$ cat src/rtl/lcd_spi_pkg.sv
// -----------------------------------------------------------------------------
// lcd_spi_pkg
// Shared definitions for the LCD SPI path: serializer state encoding, panel
// command bytes and RGB565 colour words used by the upstream sequencer.
// No ports (package).
// -----------------------------------------------------------------------------
package lcd_spi_pkg;

    typedef enum logic [2:0] {
        IDLE  = 3'd0,
        SETUP = 3'd1,
        HIGH  = 3'd2,
        LOW   = 3'd3,
        GAP   = 3'd4,
        HOLD  = 3'd5
    } state_t;

    // Panel command bytes
    localparam logic [7:0] SLPOUT     = 8'h11;
    localparam logic [7:0] DISPON     = 8'h29;
    localparam logic [7:0] COLMOD     = 8'h3A;
    localparam logic [7:0] COLMOD_565 = 8'h55;
    localparam logic [7:0] RAMWR      = 8'h2C;

    // RGB565 colours
    localparam logic [15:0] RED   = 16'hF800;
    localparam logic [15:0] GREEN = 16'h07E0;
    localparam logic [15:0] BLUE  = 16'h001F;
    localparam logic [15:0] BLACK = 16'h0000;

endpackage

$ cat src/rtl/spi_byte_tx_if.sv
// -----------------------------------------------------------------------------
// spi_byte_tx_if
// Byte handshake between the LCD sequencer (master) and the SPI serializer
// (slave).
//   tx_valid : master -> slave, tx_data/tx_dc valid
//   tx_ready : slave -> master, byte can be accepted this cycle
//   tx_data  : master -> slave, byte to send, MSB first
//   tx_dc    : master -> slave, D/C flag (0 = command, 1 = data)
// -----------------------------------------------------------------------------
interface spi_byte_tx_if;

    logic       tx_valid;
    logic       tx_ready;
    logic [7:0] tx_data;
    logic       tx_dc;

    modport master (
        output tx_valid,
        output tx_data,
        output tx_dc,
        input  tx_ready
    );

    modport slave (
        input  tx_valid,
        input  tx_data,
        input  tx_dc,
        output tx_ready
    );

endinterface

$ cat src/rtl/spi_half_period_ctr.sv
// -----------------------------------------------------------------------------
// spi_half_period_ctr
// Counts clk cycles within one scl half-period (or setup / hold interval).
//   clk   : system clock
//   reset : synchronous, active-high
//   clear : restart the interval from 0 on the next edge
//   tc    : high in the last cycle of a CLK_DIV-cycle interval
// -----------------------------------------------------------------------------
module spi_half_period_ctr #(
    parameter int CLK_DIV = 4
) (
    input  logic clk,
    input  logic reset,
    input  logic clear,
    output logic tc
);

    localparam int CNT_W = $clog2(CLK_DIV + 1);
    localparam logic [CNT_W-1:0] LAST = CNT_W'(CLK_DIV - 1);

    logic [CNT_W-1:0] cnt;

    assign tc = (cnt == LAST);

    always_ff @(posedge clk) begin
        if (reset || clear || tc) begin
            cnt <= '0;
        end else begin
            cnt <= cnt + 1'b1;
        end
    end

endmodule

$ cat src/rtl/spi_byte_tx.sv
// -----------------------------------------------------------------------------
// spi_byte_tx
// SPI mode-0 byte serializer for the LCD panel. Accepts one byte plus D/C flag
// per handshake and shifts it MSB-first on scl/sda, framing with active-low cs.
// cs stays low between bytes while en=1.
//   clk   : system clock
//   reset : synchronous, active-high
//   en    : burst enable, sampled only between bytes
//   bus   : byte handshake (slave side)
//   cs    : chip select, active low
//   scl   : serial clock, idles low
//   sda   : serial data, changes only while scl is low
//   dc    : D/C flag of the byte on the wire
//   done  : one-cycle pulse after the last bit's high phase
//   busy  : high in SETUP/HIGH/LOW/HOLD
// -----------------------------------------------------------------------------
module spi_byte_tx
    import lcd_spi_pkg::*;
#(
    parameter int CLK_DIV = 4
) (
    input  logic         clk,
    input  logic         reset,
    input  logic         en,
    spi_byte_tx_if.slave bus,
    output logic         cs,
    output logic         scl,
    output logic         sda,
    output logic         dc,
    output logic         done,
    output logic         busy
);

    state_t     state;
    state_t     state_nxt;
    logic       accept;
    logic       hp_tc;
    logic       hp_clear;

    // Remaining bits after the one currently on sda; bit 6 is next out.
    logic [6:0] shreg;
    logic [6:0] shreg_nxt;
    logic [2:0] bitcnt;
    logic [2:0] bitcnt_nxt;

    logic       cs_nxt;
    logic       scl_nxt;
    logic       sda_nxt;
    logic       dc_nxt;
    logic       done_nxt;
    logic       busy_nxt;

    assign bus.tx_ready = ~reset & ((state == IDLE) | (state == GAP));
    assign accept       = bus.tx_valid & bus.tx_ready;

    // Interval counter restarts on every state change and sits at 0 while
    // waiting for a byte, so each timed state gets a full CLK_DIV cycles.
    assign hp_clear = (state_nxt != state) | (state == IDLE) | (state == GAP);

    spi_half_period_ctr #(
        .CLK_DIV(CLK_DIV)
    ) u_hp_ctr (
        .clk   (clk),
        .reset (reset),
        .clear (hp_clear),
        .tc    (hp_tc)
    );

    always_ff @(posedge clk) begin
        if (reset) begin
            state <= IDLE;
        end else begin
            state <= state_nxt;
        end
    end

    always_comb begin
        state_nxt = state;
        case (state)
            IDLE:    if (accept) state_nxt = SETUP;
            SETUP:   if (hp_tc) state_nxt = HIGH;
            HIGH:    if (hp_tc) state_nxt = (bitcnt == 3'd7) ? GAP : LOW;
            LOW:     if (hp_tc) state_nxt = HIGH;
            // A new byte wins over a simultaneous en=0.
            GAP: begin
                if (accept)   state_nxt = SETUP;
                else if (!en) state_nxt = HOLD;
            end
            HOLD:    if (hp_tc) state_nxt = IDLE;
            default: state_nxt = IDLE;
        endcase
    end

    always_comb begin
        cs_nxt     = cs;
        scl_nxt    = scl;
        sda_nxt    = sda;
        dc_nxt     = dc;
        done_nxt   = 1'b0;
        shreg_nxt  = shreg;
        bitcnt_nxt = bitcnt;
        busy_nxt   = (state_nxt == SETUP) | (state_nxt == HIGH) |
                     (state_nxt == LOW)   | (state_nxt == HOLD);
        case (state)
            IDLE, GAP: begin
                if (accept) begin
                    shreg_nxt  = bus.tx_data[6:0];
                    sda_nxt    = bus.tx_data[7];
                    dc_nxt     = bus.tx_dc;
                    cs_nxt     = 1'b0;
                    scl_nxt    = 1'b0;
                    bitcnt_nxt = 3'd0;
                end
            end
            SETUP: begin
                if (hp_tc) scl_nxt = 1'b1;
            end
            HIGH: begin
                if (hp_tc) begin
                    scl_nxt = 1'b0;
                    if (bitcnt == 3'd7) begin
                        done_nxt = 1'b1;
                    end else begin
                        sda_nxt    = shreg[6];
                        shreg_nxt  = {shreg[5:0], 1'b0};
                        bitcnt_nxt = bitcnt + 3'd1;
                    end
                end
            end
            LOW: begin
                if (hp_tc) scl_nxt = 1'b1;
            end
            HOLD: begin
                if (hp_tc) cs_nxt = 1'b1;
            end
            default: begin
                cs_nxt  = 1'b1;
                scl_nxt = 1'b0;
            end
        endcase
    end

    always_ff @(posedge clk) begin
        if (reset) begin
            cs     <= 1'b1;
            scl    <= 1'b0;
            sda    <= 1'b0;
            dc     <= 1'b0;
            done   <= 1'b0;
            busy   <= 1'b0;
            shreg  <= '0;
            bitcnt <= '0;
        end else begin
            cs     <= cs_nxt;
            scl    <= scl_nxt;
            sda    <= sda_nxt;
            dc     <= dc_nxt;
            done   <= done_nxt;
            busy   <= busy_nxt;
            shreg  <= shreg_nxt;
            bitcnt <= bitcnt_nxt;
        end
    end

endmodule

$ cat src/flat_wrapper.sv
// flat-port wrapper written by rule: the top's interface ports become plain ports
module spi_byte_tx_flat import lcd_spi_pkg::*;
#(
    parameter int CLK_DIV = 4
)
  (clk, reset, en, cs, scl, sda, dc, done, busy, bus_tx_valid, bus_tx_data, bus_tx_dc, bus_tx_ready);
  spi_byte_tx_if bus_i ();
  input  logic clk;
  input  logic reset;
  input  logic en;
  output logic cs;
  output logic scl;
  output logic sda;
  output logic dc;
  output logic done;
  output logic busy;
  input wire logic [$bits(bus_i.tx_valid)-1:0] bus_tx_valid;
  input wire logic [$bits(bus_i.tx_data)-1:0] bus_tx_data;
  input wire logic [$bits(bus_i.tx_dc)-1:0] bus_tx_dc;
  output wire logic [$bits(bus_i.tx_ready)-1:0] bus_tx_ready;
  assign bus_i.tx_valid = bus_tx_valid;
  assign bus_i.tx_data = bus_tx_data;
  assign bus_i.tx_dc = bus_tx_dc;
  assign bus_tx_ready = bus_i.tx_ready;
  spi_byte_tx #(.CLK_DIV(CLK_DIV)) u_core (.clk(clk), .reset(reset), .en(en), .bus(bus_i), .cs(cs), .scl(scl), .sda(sda), .dc(dc), .done(done), .busy(busy));
endmodule
$ cat config.mk
export PLATFORM = sky130hd
export DESIGN_NAME = spi_byte_tx_flat
export DESIGN_NICKNAME = d
export VERILOG_FILES = /design/src/rtl/lcd_spi_pkg.sv /design/src/rtl/spi_byte_tx_if.sv /design/src/rtl/spi_half_period_ctr.sv /design/src/rtl/spi_byte_tx.sv /design/src/flat_wrapper.sv
export SDC_FILE = /design/constraint.sdc
export NUM_CORES = 1
export LEC_CHECK = 0
export CAP_MARGIN = 25
export CELL_PAD_IN_SITES_DETAIL_PLACEMENT = 1
export CELL_PAD_IN_SITES_GLOBAL_PLACEMENT = 2
export CORE_UTILIZATION = 34
export CTS_CLUSTER_SIZE = 30
export DETAILED_ROUTE_END_ITERATION = 10
export PLACE_DENSITY_LB_ADDON = 0.3
export SYNTH_ARGS = -nofsm -noshare
export SYNTH_HDL_FRONTEND = slang
export SYNTH_HIERARCHICAL = 1
export SYNTH_SLANG_ARGS = --single-unit
export TNS_END_PERCENT = 10
$ cat constraint.sdc
create_clock -name clk -period 3.8 [get_ports clk]
set_clock_uncertainty 0.1 [all_clocks]
set_input_delay 1.14 -clock clk [delete_from_list [all_inputs] [get_ports clk]]
set_output_delay 1.14 -clock clk [all_outputs]
set_load 0.005 [all_outputs]
==> impl_metrics.py <==
metrics = {
    "routing": {
        "wl_per_cell_um": 14.22,
        "drt_iter0_drc": 8,
        "ant_nets": 0,
        "first_pass_iters": 4,
        "wl_um": 2460,
        "vias": 893,
        "drcViolationCount": 0,
        "routed_via_density": 5.162,
    },
    "cts": {
        "hold_buffers": 0,
        "cts_buffer_depth": 2,
        "cts.sinks": 22,
        "cts_buffers": 3,
        "clock_latency_ns": 0.31,
        "ctsResizeCount": 0,
        "clkTransAtPathRegs_ns": 0.12,
        "cts_setup_buffers": 0,
        "cts_tree": "yes",
        "clockRootBuffer": "clkbuf_4",
        "htreeDepth": 1,
    },
    "critical_path": {
        "path_cells": "clkdlybuf4s50_1 > nor3_1 > clkdlybuf4s50_1",
        "cp.arrival_ns": 2.26,
        "reg2regPathDepth": 5,
        "crit_path_end": "bus_tx_ready",
        "critPathLaunch": "reset",
        "cp_slowest_stage_delay_ns": 0.53,
        "cp-start-kind": "input pin",
        "slowest_stage": "clkdlybuf4s50_1",
        "path_class": "in -> out",
        "timing.rr.start": "u_core/u_hp_ctr/cnt[0]",
        "critPathMaxFanout": 2,
        "endpoint_kind": "primary output",
        "cp.required_ns": 2.56,
        "r2r_slack_ns": 1.73,
        "reg2reg_to": "u_core/bitcnt[2]",
        "crit_path_frequent_cell": "clkdlybuf4s50_1",
    },
    "yosys": {
        "synth-edff-count": 0,
        "syn_avg_cell_area_um2": 10.09,
        "ys_async_sr_fraction_pct": 0,
        "synth_fp_nets": 130,
        "ys.flop_type": "dfxtp_1",
        "syn_area_mm2": 0.001140,
        "netlist-cell-type-count": 36,
        "syn_inst": 113,
        "seq_area_frac_synth_pct": 38.64,
        "synth_warnings": 6,
        "synth_seq_cells": 22,
    },
    "cells_and_area": {
        "nFillCells": 358,
        "layout-drive-gt1-share_pct": 9.302,
        "areaGrowthSynthToFinish_pct": 22.61,
        "finalNonFillerCells": 173,
        "fin_nets": 147,
        "diodes": 0,
    },
    "global_routing": {
        "grt-ovfl-total": 0,
        "antenna_found_initial": 0,
        "grt_pass1_wl_um": 4181,
        "grt_max_degree": 26,
        "grt_pass1_vias": 949,
        "grtUsageTotal_pct": 15.53,
    },
    "sta": {
        "period_share_pct": 91.98,
        "tightestPinTransition_ns": 0.7094,
        "fmaxAchievable_mhz": 286.1,
        "drv_slew": 0,
        "rsz0062_at_grt": "no",
        "relSlewSlack_pct": 52.50,
        "finalSetupViolCount": 0,
        "hold_violations": 0,
        "fin_crit_ns": 3.495,
        "final.setup.tns_ns": 0,
    },
    "min_path": {
        "hp-class": "reg -> reg",
    },
    "placement": {
        "placedCellCount": 169,
        "dp_hpwl_um": 1741,
        "port_buffers": 19,
        "globalplace.congestion": 0.7460,
    },
    "die": {
        "initial_core_util_pct": 36.44,
        "die_h_um": 59.90,
        "coreArea_mm2": 0.003128,
        "dieArea_mm2": 0.003588,
        "pin_count": 20,
        "fp.dieW_um": 59.90,
        "core.rowCount": 20,
    },
    "power_and_ir_drop": {
        "peakVddDrop_mv": 0.1566,
        "p_leak_nw": 0.4857,
        "power_density_mw_per_mm2": 351.9,
    },
    "job": {
        "drv_cap": 0,
    },
    "outcome": {
        "status": "finished clean",
    },
}
## per-layer routing
metal  GRT usage [%]  up-vias  share of wire, %
met5               0        -                 0
met4           4.983        0              0.77
met3           2.597        2               2.2
met2           26.67       10                48
met1           19.68      428                49
li1                -      453                 -
## stage by stage
step           setup slack, ns  util (%)  cell area, µm²  power (mW)  hold WS, ns
4_1_cts                 0.2783     44.68            1398      0.5018       0.3472
6_report                0.3047     44.68            1398      0.4919       0.3434
3_5_place_dp            0.2784     43.00            1345      0.3196       0.3291
2_1_floorplan           0.8805         -            1140      0.2880       0.3037
5_1_grt                 0.2543     44.68            1398      0.5171       0.3734
3_3_place_gp            0.3054     43.00            1345      0.3170       0.3183
## worst max-delay path, delay by kind of cell
kind	cells	cell delay [ns]
buf+inv	2	0.97
simple gates	1	0.15
## report_power, final
group	leakage (nW)	switching (mW)	internal (mW)	total, mW
Combinational	0.278	0.0291	0.0374	0.0665
Clock	0.0279	0.0716	0.107	0.178
Sequential	0.180	0.00562	0.242	0.247
Total	0.486	0.106	0.386	0.492
## Yosys cell counts (2+ instances only)
cell type	instances	share of area [%]
buf_2	5	2.2
nor3b_2	3	3.3
a211oi_1	15	9.9
o2bb2ai_1	3	2.3
ha_1	4	4.4
inv_1	6	2.0
nand2_1	5	1.6
dfxtp_1	22	39
nor2b_1	3	1.6
mux2i_1	10	8.8
a21oi_1	3	1.3
nor2_1	2	0.66
a21o_1	3	2.0
nor4_1	2	1.1
buf_4	2	1.3
nand2b_1	5	2.7
## layout make-up
cell class | instances | area, µm² | area share (%)
multi-input combinational | 76 | 621.8 | 44.49
sequential | 22 | 440.4 | 31.51
timing repair buffer | 21 | 205.2 | 14.68
tap | 44 | 55.05 | 3.939
clock inverter | 1 | 30.03 | 2.149
clock buffer | 3 | 22.52 | 1.611
inverter | 6 | 22.52 | 1.611
## worst min path at each step
| stage | cells past startpoint | start | end |
|---|---|---|---|
| 3_3_place_gp | 1 | u_core/u_hp_ctr/cnt[0] | u_core/u_hp_ctr/cnt[0] |
| 5_1_grt | 1 | u_core/u_hp_ctr/cnt[0] | u_core/u_hp_ctr/cnt[0] |
| 6_report | 1 | u_core/u_hp_ctr/cnt[0] | u_core/u_hp_ctr/cnt[0] |
| 4_1_cts | 1 | u_core/u_hp_ctr/cnt[0] | u_core/u_hp_ctr/cnt[0] |
| 3_5_place_dp | 1 | u_core/u_hp_ctr/cnt[0] | u_core/u_hp_ctr/cnt[0] |
| 2_1_floorplan | 1 | u_core/u_hp_ctr/cnt[0] | u_core/u_hp_ctr/cnt[0] |
## registers in the layout (all words and copies together) (netlist names)
name	cells
u_core/shreg	7
u_core/bitcnt	3
u_core/state	3
u_core/u_hp_ctr/cnt	3
u_core/busy	1
u_core/cs	1
u_core/dc	1
u_core/done	1
u_core/scl	1
u_core/sda	1
## cells by family (layout without fill, tap and decap cells)
| logic type | count (synthesis) | count (layout) | share of synthesized area (%) |
|---|---|---|---|
| compound gates | 32 | 32 | 20.97 |
| mux | 10 | 10 | 8.782 |
| flops | 22 | 22 | 38.64 |
| fa+ha+maj | 4 | 4 | 4.391 |
| simple gates | 30 | 30 | 20.42 |
| buf+inv | 15 | 31 | 6.804 |
## cell usage in the layout, fill, tap and decap left out, drive strengths merged, types with 3 or more instances in the layout
cell,netlist,routed
a211oi,15,15
a21o,3,3
a21oi,4,4
clkbuf,1,3
clkdlybuf4s50,0,19
dfxtp,22,22
ha,4,4
inv,6,6
mux2i,10,10
nand2,5,5
nand2b,5,5
nor2b,3,3
nor3b,4,4
o2bb2ai,3,3
Note: power is estimated with default switching activity, not from simulation.
